$ cat config.mk
export PLATFORM = sky130hd
export DESIGN_NAME = lsu_ctrl_flat
export DESIGN_NICKNAME = d
export VERILOG_FILES = /design/src/rtl/lsu_ctrl_if.sv /design/src/rtl/lsu_ctrl.sv /design/src/flat_wrapper.sv
export SDC_FILE = /design/constraint.sdc
export NUM_CORES = 1
export LEC_CHECK = 0
export CAP_MARGIN = 30
export CORE_MARGIN = 2
export CORE_UTILIZATION = 45
export DETAILED_ROUTE_END_ITERATION = 8
export GPL_ROUTABILITY_DRIVEN = 1
export GPL_TIMING_DRIVEN = 0
export PLACE_DENSITY = 0.74
export SYNTH_ARGS = -nofsm -noshare
export SYNTH_HDL_FRONTEND = slang
export SYNTH_SLANG_ARGS = --single-unit
$ cat constraint.sdc
create_clock -name clk -period 9.3 [get_ports clk]
set_input_delay 1.395 -clock clk [delete_from_list [all_inputs] [get_ports clk]]
set_output_delay 1.395 -clock clk [all_outputs]
set_load 0.1 [all_outputs]
$ cat src/rtl/lsu_ctrl_if.sv
// lsu_ctrl_if: execute-stage request/response handshake plus the datamem port of the load/store controller.
interface lsu_ctrl_if;
    logic        req_valid;
    logic        req_ready;
    logic        req_we;
    logic [2:0]  req_func3;
    logic [31:0] req_addr;
    logic [31:0] req_wdata;
    logic        resp_valid;
    logic [31:0] resp_rdata;
    logic        resp_err;
    logic [31:0] mem_address;
    logic        mem_write_en;
    logic [2:0]  mem_func3;
    logic [31:0] mem_data_in;
    logic [31:0] mem_data_out;
    modport slave (
        input  req_valid, req_we, req_func3, req_addr, req_wdata, mem_data_out,
        output req_ready, resp_valid, resp_rdata, resp_err,
        output mem_address, mem_write_en, mem_func3, mem_data_in
    );
    modport master (
        output req_valid, req_we, req_func3, req_addr, req_wdata, mem_data_out,
        input  req_ready, resp_valid, resp_rdata, resp_err,
        input  mem_address, mem_write_en, mem_func3, mem_data_in
    );
endinterface

$ cat src/rtl/lsu_ctrl.sv
// lsu_ctrl: one-at-a-time load/store controller in front of datamem; misaligned
// halfword/word accesses are split into byte accesses and reassembled.
module lsu_ctrl #(
    parameter bit ALLOW_MISALIGNED = 1'b1
) (
    input logic       clk,
    input logic       rst,
    lsu_ctrl_if.slave bus
);
    typedef enum logic [1:0] {IDLE, SINGLE, SPLIT, DONE} state_t;
    state_t      state_q, state_d;
    logic        we_q, we_d;
    logic [2:0]  f3_q, f3_d;
    logic [31:0] addr_q, addr_d, wdata_q, wdata_d, asm_q, asm_d, asm_nx;
    logic [1:0]  k_q, k_d;
    logic        resp_valid_q, resp_valid_d, resp_err_q, resp_err_d;
    logic [31:0] resp_rdata_q, resp_rdata_d;
    logic [31:0] mem_address_q, mem_address_d, mem_data_in_q, mem_data_in_d;
    logic        mem_write_en_q, mem_write_en_d;
    logic [2:0]  mem_func3_q, mem_func3_d;
    logic        illegal, misaligned;

    assign illegal = (bus.req_func3[1:0] == 2'b11) || (bus.req_func3[2] && (bus.req_func3[1] || bus.req_we));
    assign misaligned = (bus.req_func3[1:0] == 2'b01 && bus.req_addr[0]) ||
                        (bus.req_func3[1:0] == 2'b10 && bus.req_addr[1:0] != 2'b00);

    always_comb begin
        state_d        = state_q;
        we_d           = we_q;
        f3_d           = f3_q;
        addr_d         = addr_q;
        wdata_d        = wdata_q;
        k_d            = k_q;
        asm_d          = asm_q;
        resp_valid_d   = 1'b0;
        resp_err_d     = resp_err_q;
        resp_rdata_d   = resp_rdata_q;
        mem_address_d  = '0;
        mem_write_en_d = 1'b0;
        mem_func3_d    = 3'b010;
        mem_data_in_d  = '0;
        asm_nx         = asm_q;
        asm_nx[{k_q, 3'b000} +: 8] = bus.mem_data_out[7:0];
        case (state_q)
            IDLE: if (bus.req_valid) begin
                we_d    = bus.req_we;
                f3_d    = bus.req_func3;
                addr_d  = bus.req_addr;
                wdata_d = bus.req_wdata;
                k_d     = '0;
                asm_d   = '0;
                if (illegal || (misaligned && !ALLOW_MISALIGNED)) begin
                    state_d      = DONE;
                    resp_valid_d = 1'b1;
                    resp_err_d   = 1'b1;
                    resp_rdata_d = '0;
                end else if (misaligned) begin
                    state_d        = SPLIT;
                    mem_address_d  = bus.req_addr;
                    mem_write_en_d = bus.req_we;
                    mem_func3_d    = bus.req_we ? 3'b000 : 3'b100;
                    mem_data_in_d  = {24'b0, bus.req_wdata[7:0]};
                end else begin
                    state_d        = SINGLE;
                    mem_address_d  = bus.req_addr;
                    mem_write_en_d = bus.req_we;
                    mem_func3_d    = bus.req_func3;
                    mem_data_in_d  = bus.req_wdata;
                end
            end
            SINGLE: begin
                state_d      = DONE;
                resp_valid_d = 1'b1;
                resp_err_d   = 1'b0;
                resp_rdata_d = we_q ? '0 : bus.mem_data_out;
            end
            SPLIT: if (k_q == (f3_q[1] ? 2'd3 : 2'd1)) begin
                state_d      = DONE;
                resp_valid_d = 1'b1;
                resp_err_d   = 1'b0;
                resp_rdata_d = we_q ? '0 : (f3_q == 3'b010) ? asm_nx :
                               {(f3_q == 3'b101) ? 16'h0 : {16{asm_nx[15]}}, asm_nx[15:0]};
            end else begin
                k_d            = k_q + 2'd1;
                asm_d          = asm_nx;
                mem_address_d  = addr_q + {30'b0, k_d};
                mem_write_en_d = we_q;
                mem_func3_d    = we_q ? 3'b000 : 3'b100;
                mem_data_in_d  = {24'b0, wdata_q[{k_d, 3'b000} +: 8]};
            end
            default: state_d = IDLE;
        endcase
    end

    always_ff @(posedge clk) begin
        if (rst) begin
            state_q        <= IDLE;
            we_q           <= 1'b0;
            f3_q           <= 3'b010;
            addr_q         <= '0;
            wdata_q        <= '0;
            k_q            <= '0;
            asm_q          <= '0;
            resp_valid_q   <= 1'b0;
            resp_err_q     <= 1'b0;
            resp_rdata_q   <= '0;
            mem_address_q  <= '0;
            mem_write_en_q <= 1'b0;
            mem_func3_q    <= 3'b010;
            mem_data_in_q  <= '0;
        end else begin
            state_q        <= state_d;
            we_q           <= we_d;
            f3_q           <= f3_d;
            addr_q         <= addr_d;
            wdata_q        <= wdata_d;
            k_q            <= k_d;
            asm_q          <= asm_d;
            resp_valid_q   <= resp_valid_d;
            resp_err_q     <= resp_err_d;
            resp_rdata_q   <= resp_rdata_d;
            mem_address_q  <= mem_address_d;
            mem_write_en_q <= mem_write_en_d;
            mem_func3_q    <= mem_func3_d;
            mem_data_in_q  <= mem_data_in_d;
        end
    end

    assign bus.req_ready    = (state_q == IDLE);
    assign bus.resp_valid   = resp_valid_q;
    assign bus.resp_rdata   = resp_rdata_q;
    assign bus.resp_err     = resp_err_q;
    assign bus.mem_address  = mem_address_q;
    assign bus.mem_write_en = mem_write_en_q;
    assign bus.mem_func3    = mem_func3_q;
    assign bus.mem_data_in  = mem_data_in_q;
endmodule

$ cat src/flat_wrapper.sv
// flat-port wrapper written by rule: the top's interface ports become plain ports
module lsu_ctrl_flat 
#(
    parameter bit ALLOW_MISALIGNED = 1'b1
)
  (clk, rst, bus_req_valid, bus_req_we, bus_req_func3, bus_req_addr, bus_req_wdata, bus_mem_data_out, bus_req_ready, bus_resp_valid, bus_resp_rdata, bus_resp_err, bus_mem_address, bus_mem_write_en, bus_mem_func3, bus_mem_data_in);
  lsu_ctrl_if bus_i ();
  input logic clk;
  input logic rst;
  input wire logic [$bits(bus_i.req_valid)-1:0] bus_req_valid;
  input wire logic [$bits(bus_i.req_we)-1:0] bus_req_we;
  input wire logic [$bits(bus_i.req_func3)-1:0] bus_req_func3;
  input wire logic [$bits(bus_i.req_addr)-1:0] bus_req_addr;
  input wire logic [$bits(bus_i.req_wdata)-1:0] bus_req_wdata;
  input wire logic [$bits(bus_i.mem_data_out)-1:0] bus_mem_data_out;
  output wire logic [$bits(bus_i.req_ready)-1:0] bus_req_ready;
  output wire logic [$bits(bus_i.resp_valid)-1:0] bus_resp_valid;
  output wire logic [$bits(bus_i.resp_rdata)-1:0] bus_resp_rdata;
  output wire logic [$bits(bus_i.resp_err)-1:0] bus_resp_err;
  output wire logic [$bits(bus_i.mem_address)-1:0] bus_mem_address;
  output wire logic [$bits(bus_i.mem_write_en)-1:0] bus_mem_write_en;
  output wire logic [$bits(bus_i.mem_func3)-1:0] bus_mem_func3;
  output wire logic [$bits(bus_i.mem_data_in)-1:0] bus_mem_data_in;
  assign bus_i.req_valid = bus_req_valid;
  assign bus_i.req_we = bus_req_we;
  assign bus_i.req_func3 = bus_req_func3;
  assign bus_i.req_addr = bus_req_addr;
  assign bus_i.req_wdata = bus_req_wdata;
  assign bus_i.mem_data_out = bus_mem_data_out;
  assign bus_req_ready = bus_i.req_ready;
  assign bus_resp_valid = bus_i.resp_valid;
  assign bus_resp_rdata = bus_i.resp_rdata;
  assign bus_resp_err = bus_i.resp_err;
  assign bus_mem_address = bus_i.mem_address;
  assign bus_mem_write_en = bus_i.mem_write_en;
  assign bus_mem_func3 = bus_i.mem_func3;
  assign bus_mem_data_in = bus_i.mem_data_in;
  lsu_ctrl #(.ALLOW_MISALIGNED(ALLOW_MISALIGNED)) u_core (.clk(clk), .rst(rst), .bus(bus_i));
endmodule
Yosys cells after proc, flatten, opt, wreduce, memory -nomap -nowiden --
Index checks and enable logic that the tools add are counted. W data, S select, Z words.
Word-level totals: output and inout port bits 103, word-level logic and storage cells 95, register bits 206, input bits 103
Cells by class: eq/ne operators 12, shifts and indexed selects 3, add/sub/neg operators 3, muxes and demuxes 49, reductions and logical operators 14
Operators with widths (number):
- $mux W32 | 14
- $pmux W32 S2 | 3
- $pmux W32 S3 | 1
- $add A32 B2 Y32 | 1
- $bwmux W32 | 1
- $shift A8 B7 Y32 const A | 1
- $shiftx A32 B6 Y8 | 1
- $shiftx A8 B7 Y32 | 1
- $mux W3 | 6
- $mux W16 | 1
- $mux W2 | 7
- $mux W1 | 9
- $mux W8 | 1
- $neg A5 Y7 | 1
- $eq A2 B2 Y1 const B | 3
- $pmux W1 S3 | 2
- $pmux W2 S3 | 1
- $pmux W3 S2 | 1
- $eq A2 B1 Y1 const B | 2
- $ne A2 B1 Y1 const B | 2
- $ne A2 B2 Y1 const B | 2
- $pmux W2 S2 | 1
- $reduce_and A2 Y1 | 2
- $reduce_and A4 Y1 | 1
- 11 further kinds | 16

Depth between registers and ports, before layout --
word-level depth 8, gate-level depth with buffers 12, gate-level depth less buffers 9

Least setup slack after synthesis --
OpenSTA, ideal clock, no wires.
kind reg2reg, start point reg u_core.k_q[0], end point reg u_core.mem_address_q[30], in the netlist u_core.bus.mem_address[30], required time 9164 ps, path buffers 3, period minus slack after synthesis 3289 ps, arrival 3153 ps, library setup time 136 ps, path slack 6011 ps, stages on the path, launching flop included 13, path through dfxtp_1 -> buf_2 -> inv_1 -> ha_1 -> clkbuf_1 -> inv_1 -> fa_1 -> nand3b_2 -> or4_1 -> buf_2 -> nor4_1 -> xnor2_1 -> o22ai_2
Between the ends: word-level cells in the longest chain between the ends 4, elaborated cells on any way between the ends 5, those cells by class add/sub: 2; eq/ne: 1; mux: 2
Ends and longest elaborated chain:
- start, declared | RTL line lsu_ctrl.sv:15 | logic [1:0] k_q, k_d;
- start signal, assigned | RTL line lsu_ctrl.sv:117 | k_q <= k_d;
- $add A2 B1 Y2 | RTL line lsu_ctrl.sv:84 | k_d = k_q + 2'd1;
- $add A32 B2 Y32 | RTL line lsu_ctrl.sv:86 | mem_address_d = addr_q + {30'b0, k_d};
- $mux W32 (*) | RTL line lsu_ctrl.sv:77 | SPLIT: if (k_q == (f3_q[1] ? 2'd3 : 2'd1)) begin
- $pmux W32 S2 (*) | RTL line lsu_ctrl.sv:44 | case (state_q)
- end signal, assigned | RTL line lsu_ctrl.sv:122 | mem_address_q <= mem_address_d;
- end, declared | RTL line lsu_ctrl.sv:18 | logic [31:0] mem_address_q, mem_address_d, mem_data_in_q, mem_data_in_d;
Every way passes the cells marked *; elsewhere a longest branch is shown, timed or not. A chain may end at the register's enable or synchronous reset.

Final worst setup path --
start point reg u_core.k_q[0], end point reg u_core.mem_address_q[28], in the netlist u_core.bus.mem_address[28]
The elaborated chain is that of the path after synthesis.

==> metrics.csv <==
metric;value;unit
critical path arrival;4.36;ns
die area;19900;sq um
GRT Util Overall;23.6;%
Compound-Gate Fraction of Synth Area;21.8;%
# Max-Cap Violations;0;
met3 wire length;1510;um
clock slew at reported path FFs;0.06;ns
top_reg_cell synth;dfxtp_1;
worst hold path stage count;2;
routed wire length per instance;17.3;um
Synth Instances;934;
LEAKAGE;0.00405;uW
first-pass GRT wire length;38400;um
clk buf depth;3;
met2 wire len;11300;um
Worst Max-Slew Pin Slew;1.05;ns
row count;50;
main combinational cell family by area after synthesis;compound AO/OA/AOI/OAI gates;
Residual DRC;0;
most common cell in the synthesized netlist;dfxtp_1;
number of flops mapped to enable cells by yosys;0;
pwr dens;266;nW/um^2
post-synthesis sequential area ratio;48.7;%
Post-synth ARST share;0;%
vias;7715;
list of most frequent post-synthesis cells;206 x dfxtp_1, 162 x nand2_1, 94 x a21oi_1, 78 x nor2_1, 49 x clkbuf_1;
final hold vios;0;
Reg2Reg Depth;12;
pin count of the biggest net entering global routing;14;
proportion of synthesized area in mux cells;2.25;%
Final ANT Viol Nets;0;
Hold Path Origin;u_core.asm_q[31];
Max-Slew Margin vs Limit;29.6;%
top cells by area, synth;dfxtp_1 49%, nand2_1 7.2%, a21oi_1 5.6%;
DR iter-0 viols;658;
worst r2r src;u_core.k_q[0];
FMAX;251;MHz
post-CTS sizing;0;
Synth top area share;48.7;%
DP HPWL;17700;um
Starting Density;45.6;%
core area;18600;sq um
post-layout min period;3.98;ns
maximum vdd drop;0.151;mV
area delta synth->final;35.9;%
RSZ-0062 raised after global routing;false;
fillers;1552;
syn nets;1049;
initial antenna violation count;1;
Placed Cells incl. Taps;1368;
final setup violation count;0;
final instance area;11500;sq um
Setup Buffers After CTS;0;
final-stage net count;1274;
warning count from the yosys run;0;
WHS Endpoint;u_core.asm_q[31];
CTS tree;built;
Placer Congestion;0.881;
Req. time, crit path;9.68;ns
clk_skew;0.0197;ns
I/O Buffers;198;
Avg Inst Size Synth;9.06;sq um
Hold-fix buffers, CTS;0;
RR Endpoint;u_core.bus.mem_address[28];
Synth Area in Adders;1.86;%
flops & latches, synth;206;
io pins;206;
fraction of layout cells with a size suffix above 1;6.72;%
kind of critical path;reg -> reg;
Worst Hold Class;reg -> reg;
CTS HTree Levels;1;
Post-DP Area;10800;sq um
Synth area leader;dfxtp_1;
highest routed layer;met4;
Overflow after GRT;0;
CTS Buf Count;23;
Via density;5.47;
status;finished clean;
Die Height;141;um
Final period util;42.8;%
crit path launch type;flip-flop;
Critical Path Fanout Max;10;
Final Max Slew Viols;0;
M1 wire length;10900;um
CTS root buf;clkbuf_16;
Clock Latency Late Sink;0.53;ns
setup total negative slack;0;ns
routed wire length;24400;um
die width;141;um
post-synth cell types;64;
Non-Filler Instances;1411;
Critical Path Sink Type;flip-flop;
post-synthesis cell area;8470;sq um
CTS Sinks;206;
vias in the first global route;7360;
first-pass iteration count of the detailed router;5;
Post-Synth XOR/XNOR Area;3.40;%
setup slack, reg-to-reg;5.32;ns
Post-Synth Simple-Gate Area;17.8;%
-- cells in the final DEF (no fill, tap or decap), types with 15 or more instances in the layout --
| master | n |
|---|---|
| a21oi_1 | 94 |
| clkdlybuf4s50_1 | 198 |
| xnor2_1 | 17 |
| nor2_1 | 78 |
| a211oi_1 | 18 |
| dfxtp_1 | 206 |
| a22o_1 | 30 |
| o2bb2ai_1 | 22 |
| clkbuf_16 | 23 |
| nand2_1 | 162 |
| a22oi_1 | 15 |
| clkbuf_1 | 54 |
| o22ai_1 | 25 |
| nor2b_1 | 22 |
-- metrics by stage --
step | util [%] | worst slack (ns) | hold WS (ns) | power (uW)
5_1_grt | 61.9 | 5.13 | 0.469 | 3200
2_1_floorplan | - | 6.01 | 0.427 | 1880
3_5_place_dp | 58.0 | 5.39 | 0.445 | 2200
6_report | 61.9 | 5.32 | 0.450 | 3070
4_1_cts | 61.9 | 5.34 | 0.453 | 3070
3_3_place_gp | 57.8 | 5.44 | 0.434 | 2180
-- layout make-up --
cell class	count	area (sq um)	share of cell area, %
clock buffer	33	663	5.76
inverter	14	52.6	0.457
buffer	73	299	2.60
tap	234	293	2.54
clock inverter	9	66.3	0.576
antenna	1	2.50	0.0218
sequential	206	4120	35.8
multi-input combinational	641	3990	34.7
timing repair buffer	200	2010	17.5
-- routing by layer --
layer / GRT usage, % / vias up
li1: - / 3768
met1: 32.2 / 3644
met2: 37.8 / 251
met3: 4.04 / 52
met4: 8.37 / 0
met5: 0 / -
-- worst max-delay path by stage --
stage                  startpoint                         end  slack (ns)  cells after the start
finish              u_core.k_q[0]  u_core.bus.mem_address[28]        5.32                     12
global placement    u_core.k_q[0]  u_core.bus.mem_address[28]        5.44                     12
CTS                 u_core.k_q[0]  u_core.bus.mem_address[28]        5.34                     12
detailed placement  u_core.k_q[0]  u_core.bus.mem_address[28]        5.39                     12
global route        u_core.k_q[0]  u_core.bus.mem_address[28]        5.13                     12
floorplan           u_core.k_q[0]  u_core.bus.mem_address[30]        6.01                     12
-- kinds of logic after synthesis --
group                    after synthesis
multiplexers                           9
AO/OA/AOI/OAI                        258
XOR/XNOR                              32
flip-flops                           206
adder cells (fa/ha/maj)               12
AND/OR/NAND/NOR                      330
buffers and inverters                 87
-- worst max-delay path, stage by stage (launching register included) --
cell and delay (ns):
dfxtp_1 0.40, buf_2 0.28, inv_1 0.19, ha_1 0.36, clkbuf_1 0.28, inv_1 0.16
fa_1 0.48, nand3b_2 0.31, or4_1 0.55, buf_2 0.19, nor4_1 0.38, xnor2_1 0.18
o22ai_1 0.09
-- report_power, final --
part / switching, uW / leakage [uW] / internal (uW)
clock: 373 / 0.000363 / 501
combinational: 813 / 0.00201 / 326
sequential: 66.8 / 0.00167 / 985
-- sequential cells by signal, summed over array words and instances, names as in the netlist --
name,flops
u_core.bus.mem_write_en,1
u_core.bus.resp_valid,1
u_core.bus.mem_func3,3
u_core.addr_q,32
u_core.bus.mem_data_in,32
u_core.asm_q,32
u_core.k_q,2
u_core.state_q,2
u_core.wdata_q,32
u_core.bus.mem_address,32
u_core.f3_q,3
u_core.bus.resp_err,1
u_core.we_q,1
u_core.bus.resp_rdata,32
Power figures use the tool's default switching activity.
